<file path="config.mk">
export PLATFORM = sky130hd
export DESIGN_NAME = pipeline_ctrl
export DESIGN_NICKNAME = d
export VERILOG_FILES = /design/src/rtl/pipeline_ctrl_pkg.sv /design/src/rtl/pipeline_ctrl_sat_counter.sv /design/src/rtl/pipeline_ctrl.sv
export SDC_FILE = /design/constraint.sdc
export NUM_CORES = 1
export LEC_CHECK = 0
export ABC_AREA = 0
export CAP_MARGIN = 5
export CORE_ASPECT_RATIO = 1.1
export CORE_MARGIN = 3
export CORE_UTILIZATION = 30
export DETAILED_ROUTE_END_ITERATION = 7
export PLACE_DENSITY_LB_ADDON = 0.05
export SLEW_MARGIN = 10
export SYNTH_ARGS = -nofsm -noshare
export SYNTH_HDL_FRONTEND = slang
export SYNTH_SLANG_ARGS = --single-unit
</file>
<file path="constraint.sdc">
create_clock -name i_clk -period 2.3 [get_ports i_clk]
set_input_delay 0.23 -clock i_clk [delete_from_list [all_inputs] [get_ports i_clk]]
set_output_delay 0.23 -clock i_clk [all_outputs]
set_load 0.05 [all_outputs]
</file>
<file path="src/rtl/pipeline_ctrl_pkg.sv">
// Shared definitions for the pipeline run/step/halt sequencer: FSM state
// encodings and the debug command codes.
package pipe_pkg;

    typedef enum logic [2:0] {
        S_IDLE  = 3'd0,
        S_RUN   = 3'd1,
        S_STEP  = 3'd2,
        S_DRAIN = 3'd3,
        S_DONE  = 3'd4
    } state_t;

    localparam logic [1:0] CMD_NOP  = 2'b00;
    localparam logic [1:0] CMD_RUN  = 2'b01;
    localparam logic [1:0] CMD_STEP = 2'b10;
    localparam logic [1:0] CMD_STOP = 2'b11;

endpackage

</file>
<file path="src/rtl/pipeline_ctrl_sat_counter.sv">
// Saturating up-counter used for the executed-cycle and stall-cycle
// statistics. It sticks at all-ones instead of wrapping so the debug unit
// can tell an overflowed count from a small one.
module sat_counter #(
    parameter int N_CNT = 32
) (
    input  logic             i_clk,
    input  logic             i_reset,
    input  logic             i_inc,
    input  logic             i_clr,
    output logic [N_CNT-1:0] o_count
);

    // Clear wins over increment; increment is suppressed once saturated.
    always_ff @(posedge i_clk) begin
        if (i_reset || i_clr) begin
            o_count <= '0;
        end else if (i_inc && (o_count != '1)) begin
            o_count <= o_count + 1'b1;
        end
    end

endmodule

</file>
<file path="src/rtl/pipeline_ctrl.sv">
// Run/step/halt sequencer for the 5-stage pipeline. Decodes debug commands,
// drives the stage enables and PC / IF-ID write controls, inserts load-use
// bubbles into ID/EX and drains the pipeline once HALT leaves ID.
module pipeline_ctrl
    import pipe_pkg::*;
#(
    parameter int N_CNT = 32
) (
    input  logic             i_clk,
    input  logic             i_reset,
    input  logic             i_cmd_valid,
    input  logic [1:0]       i_cmd,
    input  logic             i_halt_id,
    input  logic             i_halt_wb,
    input  logic             i_load_use,
    output logic             o_pipe_enable,
    output logic             o_pc_write,
    output logic             o_ifid_write,
    output logic             o_ifid_flush,
    output logic             o_idex_bubble,
    output logic             o_flush_all,
    output logic [2:0]       o_state,
    output logic             o_done,
    output logic             o_cmd_err,
    output logic [N_CNT-1:0] o_cycle_cnt,
    output logic [N_CNT-1:0] o_stall_cnt
);

    state_t state;

    logic cmdRun;
    logic cmdStep;
    logic cmdStop;
    logic cmdAny;
    logic haltGo;
    logic counterClr;

    assign cmdRun  = i_cmd_valid && (i_cmd == CMD_RUN);
    assign cmdStep = i_cmd_valid && (i_cmd == CMD_STEP);
    assign cmdStop = i_cmd_valid && (i_cmd == CMD_STOP);
    assign cmdAny  = i_cmd_valid && (i_cmd != CMD_NOP);

    // A HALT that is being held in ID by a load-use stall must not start
    // the drain: the instruction ahead of it has not moved on yet.
    assign haltGo = i_halt_id && !i_load_use;

    // Statistics restart whenever a STOP returns the machine to a clean IDLE.
    assign counterClr = cmdStop && ((state == S_IDLE) || (state == S_DONE));

    assign o_state = state;

    // Stage controls decoded from the registered state; load-use only
    // freezes PC and IF/ID while the stages keep moving a bubble into EX.
    always_comb begin
        o_pipe_enable = 1'b0;
        o_pc_write    = 1'b0;
        o_ifid_write  = 1'b0;
        o_ifid_flush  = 1'b0;
        o_idex_bubble = 1'b0;
        o_done        = 1'b0;
        case (state)
            S_RUN, S_STEP: begin
                o_pipe_enable = 1'b1;
                if (i_load_use) begin
                    o_idex_bubble = 1'b1;
                end else begin
                    o_pc_write   = 1'b1;
                    o_ifid_write = 1'b1;
                end
            end
            S_DRAIN: begin
                o_pipe_enable = 1'b1;
                o_ifid_write  = 1'b1;
                o_ifid_flush  = 1'b1;
            end
            S_DONE: begin
                o_done = 1'b1;
            end
            default: begin
            end
        endcase
    end

    // State register plus the registered flush and command-error pulses.
    always_ff @(posedge i_clk) begin
        if (i_reset) begin
            state       <= S_IDLE;
            o_flush_all <= 1'b0;
            o_cmd_err   <= 1'b0;
        end else begin
            o_flush_all <= 1'b0;
            o_cmd_err   <= 1'b0;
            case (state)
                S_IDLE: begin
                    if (cmdRun) begin
                        state <= S_RUN;
                    end else if (cmdStep) begin
                        state <= S_STEP;
                    end else if (cmdStop) begin
                        o_flush_all <= 1'b1;
                    end
                end
                S_RUN: begin
                    if (haltGo) begin
                        state <= S_DRAIN;
                        if (cmdAny) begin
                            o_cmd_err <= 1'b1;
                        end
                    end else if (cmdStop) begin
                        state <= S_IDLE;
                    end else if (cmdAny) begin
                        o_cmd_err <= 1'b1;
                    end
                end
                S_STEP: begin
                    state <= haltGo ? S_DRAIN : S_IDLE;
                    if (cmdAny) begin
                        o_cmd_err <= 1'b1;
                    end
                end
                S_DRAIN: begin
                    if (i_halt_wb) begin
                        state <= S_DONE;
                    end
                    if (cmdAny) begin
                        o_cmd_err <= 1'b1;
                    end
                end
                S_DONE: begin
                    if (cmdStop) begin
                        state       <= S_IDLE;
                        o_flush_all <= 1'b1;
                    end else if (cmdAny) begin
                        o_cmd_err <= 1'b1;
                    end
                end
                default: begin
                    state <= S_IDLE;
                end
            endcase
        end
    end

    sat_counter #(.N_CNT(N_CNT)) cycleCounter (
        .i_clk   (i_clk),
        .i_reset (i_reset),
        .i_inc   (o_pipe_enable),
        .i_clr   (counterClr),
        .o_count (o_cycle_cnt)
    );

    sat_counter #(.N_CNT(N_CNT)) stallCounter (
        .i_clk   (i_clk),
        .i_reset (i_reset),
        .i_inc   (o_idex_bubble),
        .i_clr   (counterClr),
        .o_count (o_stall_cnt)
    );

endmodule

</file>
Yosys cells after proc, flatten, opt, wreduce, memory -nomap -nowiden
Index checks and enable logic that the tools add are counted.

Bits of input ports: 8. Word-level logic and storage cells: 58. Output and inout bits: 75. Register bits: 69.

Multiplexer cells: 23. Reductions and logical operators: 17. Equality and inequality tests: 11. $add $sub $neg: 2.

Operators by type and width (count): adder 32 x 1 -> 32 bit (second input constant) (2); inequality test 32 bit (second input constant) (2); two-way mux 3 bit (5); case mux 3 bit (5 select lines) (1); two-way mux 1 bit (13); logical AND 1 bit (8); equality test 3 x 2 -> 1 bit (second input constant) (2); equality test 2 bit (second input constant) (2); case mux 1 bit (2 select lines) (2); OR reduction 2 bit (2); equality test 3 x 1 -> 1 bit (second input constant) (1); equality test 3 bit (second input constant) (1); zero test 3 bit (1); inequality test 3 bit (second input constant) (1); case mux 1 bit (3 select lines) (1); OR reduction 3 bit (1); equality test 2 x 1 -> 1 bit (second input constant) (1); logical OR 1 bit (2); two-way mux 2 bit (1); inequality test 2 bit (second input constant) (1); AND reduction 2 bit (1); nonzero test 2 bit (1); zero test 1 bit (1).

Logic depth before layout (Yosys ltp)
Gate-level depths: netlist (run 1).

Depth after elaboration: 6. Gate-level depth with buffers: 8. Gate-level depth less buffers: 7.

By module
From an unflattened synthesis (run 1), not the netlist that was laid out.

Cell total of the unflattened synthesis: 422. Area, all modules: 3718.6 µm².

Modules (own cells, without submodules): sat_counter (sequential area each 640.6 µm², instances 2, area an instance 1681.6 µm², cells an instance 189); pipeline_ctrl (sequential area each 100.1 µm², instances 1, area an instance 355.3 µm², cells an instance 44).

Worst setup path before layout (run 1)
OpenSTA, ideal clock, no wires.

Path kind: register to output. From: register state[1], in the netlist o_state[1]. To: output port o_ifid_write. Buffers on the path: 1. Stages on the path, launching flop included: 5. Data required time: 2.070 ns. Arrival time: 2.723 ns. Slack: -0.653 ns. Cell sequence: dfxtp_1 -> buf_4 -> xor2_4 -> nor3b_1 -> or2_2.

Longest elaborated chain between the ends: 3. Elaborated cells between the ends (all ways): 5. Classes of those cells: 3 x eq/ne; 1 x mux; 1 x reduce/logical.

RTL lines: from (decl) (RTL line pipeline_ctrl.sv:29) `state_t state;`; from (signal assigned) (RTL line pipeline_ctrl.sv:116) `state <= haltGo ? S_DRAIN : S_IDLE;`; equality test 3 x 2 -> 1 bit or equality test 3 x 1 -> 1 bit (tied branches) (RTL line pipeline_ctrl.sv:61) `case (state)`; OR reduction 2 bit (RTL line pipeline_ctrl.sv:61); case mux 1 bit (2 select lines) * (RTL line pipeline_ctrl.sv:61); to (decl) (RTL line pipeline_ctrl.sv:18) `output logic o_ifid_write,`.

Every way passes the cells marked *; elsewhere a longest branch is shown, timed or not.

Final worst setup path (run 1)
From: register cycleCounter.o_count[4]. To: register cycleCounter.o_count[29].

Longest elaborated chain between the ends: 2. Elaborated cells between the ends (all ways): 3. Classes of those cells: 1 x add/sub; 1 x eq/ne; 1 x reduce/logical.

RTL lines: from (decl) (RTL line pipeline_ctrl_sat_counter.sv:11) `output logic [N_CNT-1:0] o_count`; from (signal assigned) (RTL line pipeline_ctrl_sat_counter.sv:19) `o_count <= o_count + 1'b1;`; parallel branches: the longest is 2 deep, another holds adder 32 x 1 -> 32 bit.

Parallel ways; which one is timed is not known. A chain may end at the register's enable or synchronous reset.

==> flow_summary.yaml, run 1 <==
timing:
  hold_ws_ps: 495
  setup_tns_ps: 0
  fin_skew_ps: 5.52
  finalWorstPathRequiredPeriod_ps: 2140
  rsz0062_at_grt: "false"
  fin_crit_sh: 0.930
  finalHoldViolations: 0
  relSlewSlack: 0.555
  setup_viol: 0
  slew_viol_final: 0
  fin_ws_ps: 160
  fmax_ghz: 0.467
  tightest_slew_ps: 667
setup_path:
  critPathMaxFanout: 7
  r2r_cells: 5
  reg2reg_from: "cycleCounter.o_count[4]"
  r2r_setup_slack_ps: 160
  crit_type: "register to register"
  worstSetupEndpointType: "register"
  worstPathRequired_ps: 2570
  reg2reg_to: "cycleCounter.o_count[29]"
  cp-start-kind: "register"
  crit_path_end: "cycleCounter.o_count[29]"
  arrival_ps: 2410
  worstSetupStartpoint: "cycleCounter.o_count[4]"
route:
  drt_pass1_iterations: 4
  wl_mm: 11.4
  num_vias: 3848
  vias_per_cell: 5.31
  ant_nets: 0
  drc: 0
  dr.first_iter.drc_count: 216
  wl_per_cell_um: 15.7
layout:
  drive_above_1_share: 0.163
  fin_util: 0.440
  design_area_um2: 5320
  layoutNonFillerInstCount: 724
  multi_input_area_um2: 2230
  ff_latch_area_um2: 1390
  num-nets-final: 575
  fillers: 1242
  diodes: 0
  areaGrowthSynthToFinish_pct: 42.6
synthesis:
  synth_simple_gate_area_frac: 0.338
  synth.distinct_cells: 57
  synth-edff-count: 0
  syn_area_per_cell_um2: 8.31
  synthAdderAreaFrac: 0.00671
  syn_inst: 449
  synth_compound_area_frac: 0.171
  ys_ff_latch: 69
  ys_warn_count: 0
  synthXorXnorAreaFrac: 0.0496
  synth_area_um2: 3730
  synth_top_family_by_area: "simple AND/OR/NAND/NOR gates"
  ys_seq_area_frac: 0.370
  synth_ff_type: "dfxtp_1"
  synthesis.nets: 459
  synth_mux_area_frac: 0.0272
  async_reset_ff_frac: 0
place:
  preCtsSetupSlack_ps: -24.8
  gp_congestion: 0.778
  dp_hpwl_mm: 8.20
  port_buffers: 82
  numPlacedInstances: 708
  dpl_cell_area_um2: 5030
cts:
  cts-root-buf: "clkbuf_16"
  cts.clk_slew.worst_paths_ps: 50
  ctsHoldBuffers: 0
  clkSinkCount: 69
  htreeDepth: 3
  numCtsBuffers: 9
  clk_latency_ps: 330
  post_cts_buffers: 0
  cts_tree: "yes"
  cts_resized: 0
  clockBufferDepth: 2
die:
  start_util: 0.309
  pin_count: 83
  die_w_um: 112
  rows: 42
  dieArea_um2: 13800
  core_area_um2: 12100
  die_height_um: 123
pwr:
  leakagePower_nw: 1.82
  p_per_area_nw_per_um2: 551
  total_power_mw: 2.93
  ir_drop_mv: 0.458
grt:
  antenna_found_initial: 0
  grt_first_pass_wirelength_mm: 18.7
  grt_max_degree: 32
  track_usage: 0.168
  grt_pass1_vias: 3712
  overflow: 0
min_path:
  hold_start: "cycleCounter.o_count[31]"
  hp-class: "register to register"
job:
  cap_violations: 0
run_status:
  outcome: "complete, no violations"
-- worst max-delay path: stages, from the launching register on --
cell and delay, ps:
dfxtp_1 390, and4_1 350, nand4_1 210, or4_1 630, or4_1 420, nand2_1 80
-- synthesized netlist by cell type, types with 2 or more instances --
cell       instances  area, um^2
nor3_1             9        45.0
mux2i_1            9        90.1
dfxtp_1           69        1380
a31o_2             4        35.0
xnor2_1           17         149
nand2b_1           9        56.3
o211ai_1           6        45.0
and2_1             5        31.3
buf_1              5        18.8
a21oi_1           31         155
nor4_1             7        43.8
nand4_1           26         163
nand2_1           44         165
or2_2              4        25.0
o31ai_1            8        60.1
and4_1            13         114
or4_1             15         113
nor2_1            32         120
buf_2              5        25.0
o21ai_0           19        95.1
nand3_1           22         110
ha_1               2        25.0
and3_1             5        31.3
or3_1             14        87.6
nand3b_1           3        22.5
a31oi_1            3        18.8
a2111oi_0          6        52.6
nand4b_1           3        26.3
nor4_2             2        25.0
clkbuf_1          12        45.0
inv_1              7        26.3
a211oi_1           6        45.0
a41o_1             3        30.0
-- routing by layer --
layer  vias up  global-route usage  share of wire
met5         -                   0              0
met4         0              0.0744          0.022
met3        19              0.0303          0.032
met2        79               0.287           0.49
met1      1816               0.207           0.45
li1       1934                   -              -
-- layout by cell type, fill, tap and decap left out, types with 4 or more instances in the layout --
master,Yosys,layout
buf_4,1,50
or3_1,14,14
nand2_1,44,44
mux2i_1,9,9
o31ai_1,8,8
nand2b_1,9,9
xnor2_1,17,17
nand4_1,26,26
clkbuf_16,0,9
dfxtp_2,0,5
o211ai_1,6,6
and2_1,5,5
nand3_1,22,22
a31o_2,4,4
or4_1,15,15
clkdlybuf4s50_1,0,77
nor2_1,32,32
o21ai_0,19,19
and3_1,5,5
dfxtp_1,69,63
inv_1,7,7
a21oi_1,31,31
nor3_1,9,9
or2_2,4,4
a211oi_1,6,6
and4_1,13,13
nor4_1,7,7
a2111oi_0,6,6
-- cell families after synthesis --
family                     Yosys count
AOI/OAI and AO/OA                   95
adders and majority gates            2
xor gates and xnor gates            19
and+or+nand+nor                    222
muxes                               10
DFF                                 69
buffers and inverters               32
-- power breakdown --
| group | internal, mW | switching [mW] |
|---|---|---|
| registers | 1.21 | 0.0207 |
| clock network | 0.819 | 0.525 |
| logic | 0.137 | 0.219 |
-- sequential cells by signal (all words and copies together), names as in the netlist --
signal / cells
o_state: 3
cycleCounter.o_count: 32
o_cmd_err: 1
stallCounter.o_count: 32
o_flush_all: 1
-- worst min path at each step --
stage                                     endpoint  cells past startpoint  slack, ps
after floorplan                         o_state[1]                      1        300
after detailed placement  cycleCounter.o_count[31]                      2        490
after global placement    cycleCounter.o_count[31]                      2        470
after global routing      cycleCounter.o_count[21]                      2        530
after CTS                 cycleCounter.o_count[31]                      2        500
final                     cycleCounter.o_count[31]                      2        490
-- final cells by class --
class                           count  share of cell area
Multi-Input combinational cell    348               0.420
Timing Repair Buffer              129               0.223
Inverter                            8             0.00612
Clock inverter                      1            0.000941
Clock buffer                       15              0.0522
Sequential cell                    69               0.262
Tap cell                          154              0.0362
Power figures use the tool's default switching activity.
==> run 2: changes to the inputs <==
--- a/config.mk
+++ b/config.mk
@@ -6,10 +6,12 @@
 export NUM_CORES = 1
 export LEC_CHECK = 0
 export ABC_AREA = 0
+export ABC_CLOCK_PERIOD_IN_PS = 2300
 export CAP_MARGIN = 5
+export CELL_PAD_IN_SITES_DETAIL_PLACEMENT = 0
+export CELL_PAD_IN_SITES_GLOBAL_PLACEMENT = 2
 export CORE_ASPECT_RATIO = 1.1
-export CORE_MARGIN = 3
-export CORE_UTILIZATION = 30
+export CORE_UTILIZATION = 29
 export DETAILED_ROUTE_END_ITERATION = 7
 export PLACE_DENSITY_LB_ADDON = 0.05
 export SLEW_MARGIN = 10
==> run 2 against run 1 <==
Sequential share of layout area decreased by 0.32 points. Fmax fell by 1.8%. First-iteration DRC count fell by 4.2%. Critical path depth down 1. Clock-buffer cell count is the same. Die area is 3.5% lower. Flip-flop and latch count did not move. Largest cell class unchanged.
==> flow_summary.yaml, run 2 (synthesized netlist as in run 1, its figures left out) <==
cts:
  numCtsBuffers: 9
  cts_tree: "yes"
  clockBufferDepth: 2
  cts.clk_slew.worst_paths_ps: 50
  post_cts_buffers: 0
  clk_latency_ps: 330
  clkSinkCount: 69
  htreeDepth: 3
  cts-root-buf: "clkbuf_16"
die:
  dieArea_um2: 13300
  die_height_um: 121
  die_w_um: 110
  start_util: 0.296
  rows: 43
  pin_count: 83
  core_area_um2: 12600
timing:
  rsz0062_at_grt: "false"
  fmax_ghz: 0.459
  relSlewSlack: 0.613
  fin_ws_ps: 120
  tightest_slew_ps: 581
  fin_crit_sh: 0.948
  finalWorstPathRequiredPeriod_ps: 2180
  setup_viol: 0
  fin_skew_ps: 4.36
  slew_viol_final: 0
  finalHoldViolations: 0
setup_path:
  cpPeakStageDelay_ps: 830
  crit_chain: "buf_4 > nand2_1 > nor2_1 > clkdlybuf4s50_1"
  crit_family: "buffers and inverters"
  worstSetupEndpointType: "primary output"
  r2r_setup_slack_ps: 180
  crit_buf_inv: 2
  worstPathRequired_ps: 2070
  cp-start-kind: "register"
  critPathMaxFanout: 8
  arrival_ps: 1950
  crit_slowest_cell: "clkdlybuf4s50_1"
  crit_type: "register to primary output"
grt:
  grt_max_degree: 28
  antenna_found_initial: 0
  overflow: 0
  track_usage: 0.183
  grt_pass1_vias: 3610
  grt_first_pass_wirelength_mm: 18.8
pwr:
  total_power_mw: 2.89
  leakagePower_nw: 1.85
  p_per_area_nw_per_um2: 536
  pwr-share-seq: 0.425
  p_comb_frac: 0.126
  clkPwrFrac: 0.449
  p_int_mw: 2.14
  p_sw_mw: 0.750
  ir_drop_mv: 0.286
  p_sw_frac: 0.260
place:
  preCtsSetupSlack_ps: -132
  gp_congestion: 0.794
  port_buffers: 82
  dp_hpwl_mm: 8.48
  numPlacedInstances: 719
route:
  dr.first_iter.drc_count: 207
  vias_per_cell: 5.28
  drc: 0
  wl_mm: 11.6
  ant_nets: 0
  drt_pass1_iterations: 4
  wl_per_cell_um: 15.8
  num_vias: 3881
layout:
  num-nets-final: 583
  drive_above_1_share: 0.176
  layoutNonFillerInstCount: 735
  fillers: 1301
  final_cell_mix: "77 x clkdlybuf4s50_1, 63 x dfxtp_1, 58 x buf_4"
  diodes: 0
  areaGrowthSynthToFinish_pct: 44.3
  final_common_cell: "clkdlybuf4s50_1"
run_status:
  outcome: "complete, no violations"
min_path:
  hp-class: "register to register"
job:
  cap_violations: 0
## run 2: cell count changes in the layout (fill, tap and decap cells not counted), sizes merged
cell / change
buf: +8
## run 2: metrics by stage
| step | TNS, ps | instance area (um^2) | hold slack, ps | util |
|---|---|---|---|---|
| 6_report | 0 | 5380 | 489 | 0.428 |
| 5_1_grt | 0 | 5380 | 530 | 0.428 |
| 4_1_cts | 0 | 5360 | 496 | 0.426 |
| 3_5_place_dp | -156 | 5090 | 489 | 0.404 |
| 3_3_place_gp | -120 | 5090 | 473 | 0.404 |
| 2_1_floorplan | 0 | 3750 | 297 | - |
## run 2: area by class of cell
type	instances	area (um^2)	share of cell area
multi-input combinational	348	2240	0.417
clock buffer	15	268	0.0497
clock inverter	1	5.00	0.000930
timing repair buffer	137	1250	0.231
inverter	8	32.5	0.00604
sequential	69	1390	0.258
tap	157	196	0.0365
## run 2: final timing paths
kind                            cells past startpoint                      from                       end
worst max-delay path                                4                o_state[0]              o_ifid_flush
worst min-delay path                                2  cycleCounter.o_count[21]  cycleCounter.o_count[21]
worst max register to register                      8   cycleCounter.o_count[1]  cycleCounter.o_count[10]
worst min register to register                      2  cycleCounter.o_count[21]  cycleCounter.o_count[21]
## run 2: tightest hold or removal path, delay by kind of cell, from the launching register on
kind | cells | cell delay, ps
flip-flops | 1 | 320
AND/OR/NAND/NOR | 1 | 60
multiplexers | 1 | 60
## run 2: timing repair
action / 4_1_cts / 5_1_grt
setup endpoints to repair: 0 / 15
hold buffers: 0 / 0
resized for setup: 0 / 3
hold endpoints to repair: 0 / 0
## run 2: per-layer routing
layer | GRT usage | wire length, um | vias to the layer above
met5 | 0 | 0 | -
met4 | 0.0748 | 179 | 0
met3 | 0.0338 | 381 | 10
met2 | 0.289 | 5510 | 71
met1 | 0.242 | 5520 | 1842
li1 | - | - | 1958
## run 2: power by group through the flow
stage | clock [mW] | combinational [mW] | sequential [mW]
2_1_floorplan | 0 | 0.177 | 1.29
3_3_place_gp | 0 | 0.366 | 1.25
3_5_place_dp | 0 | 0.367 | 1.25
4_1_cts | 1.34 | 0.368 | 1.23
5_1_grt | 1.39 | 0.391 | 1.23
6_report | 1.30 | 0.364 | 1.23
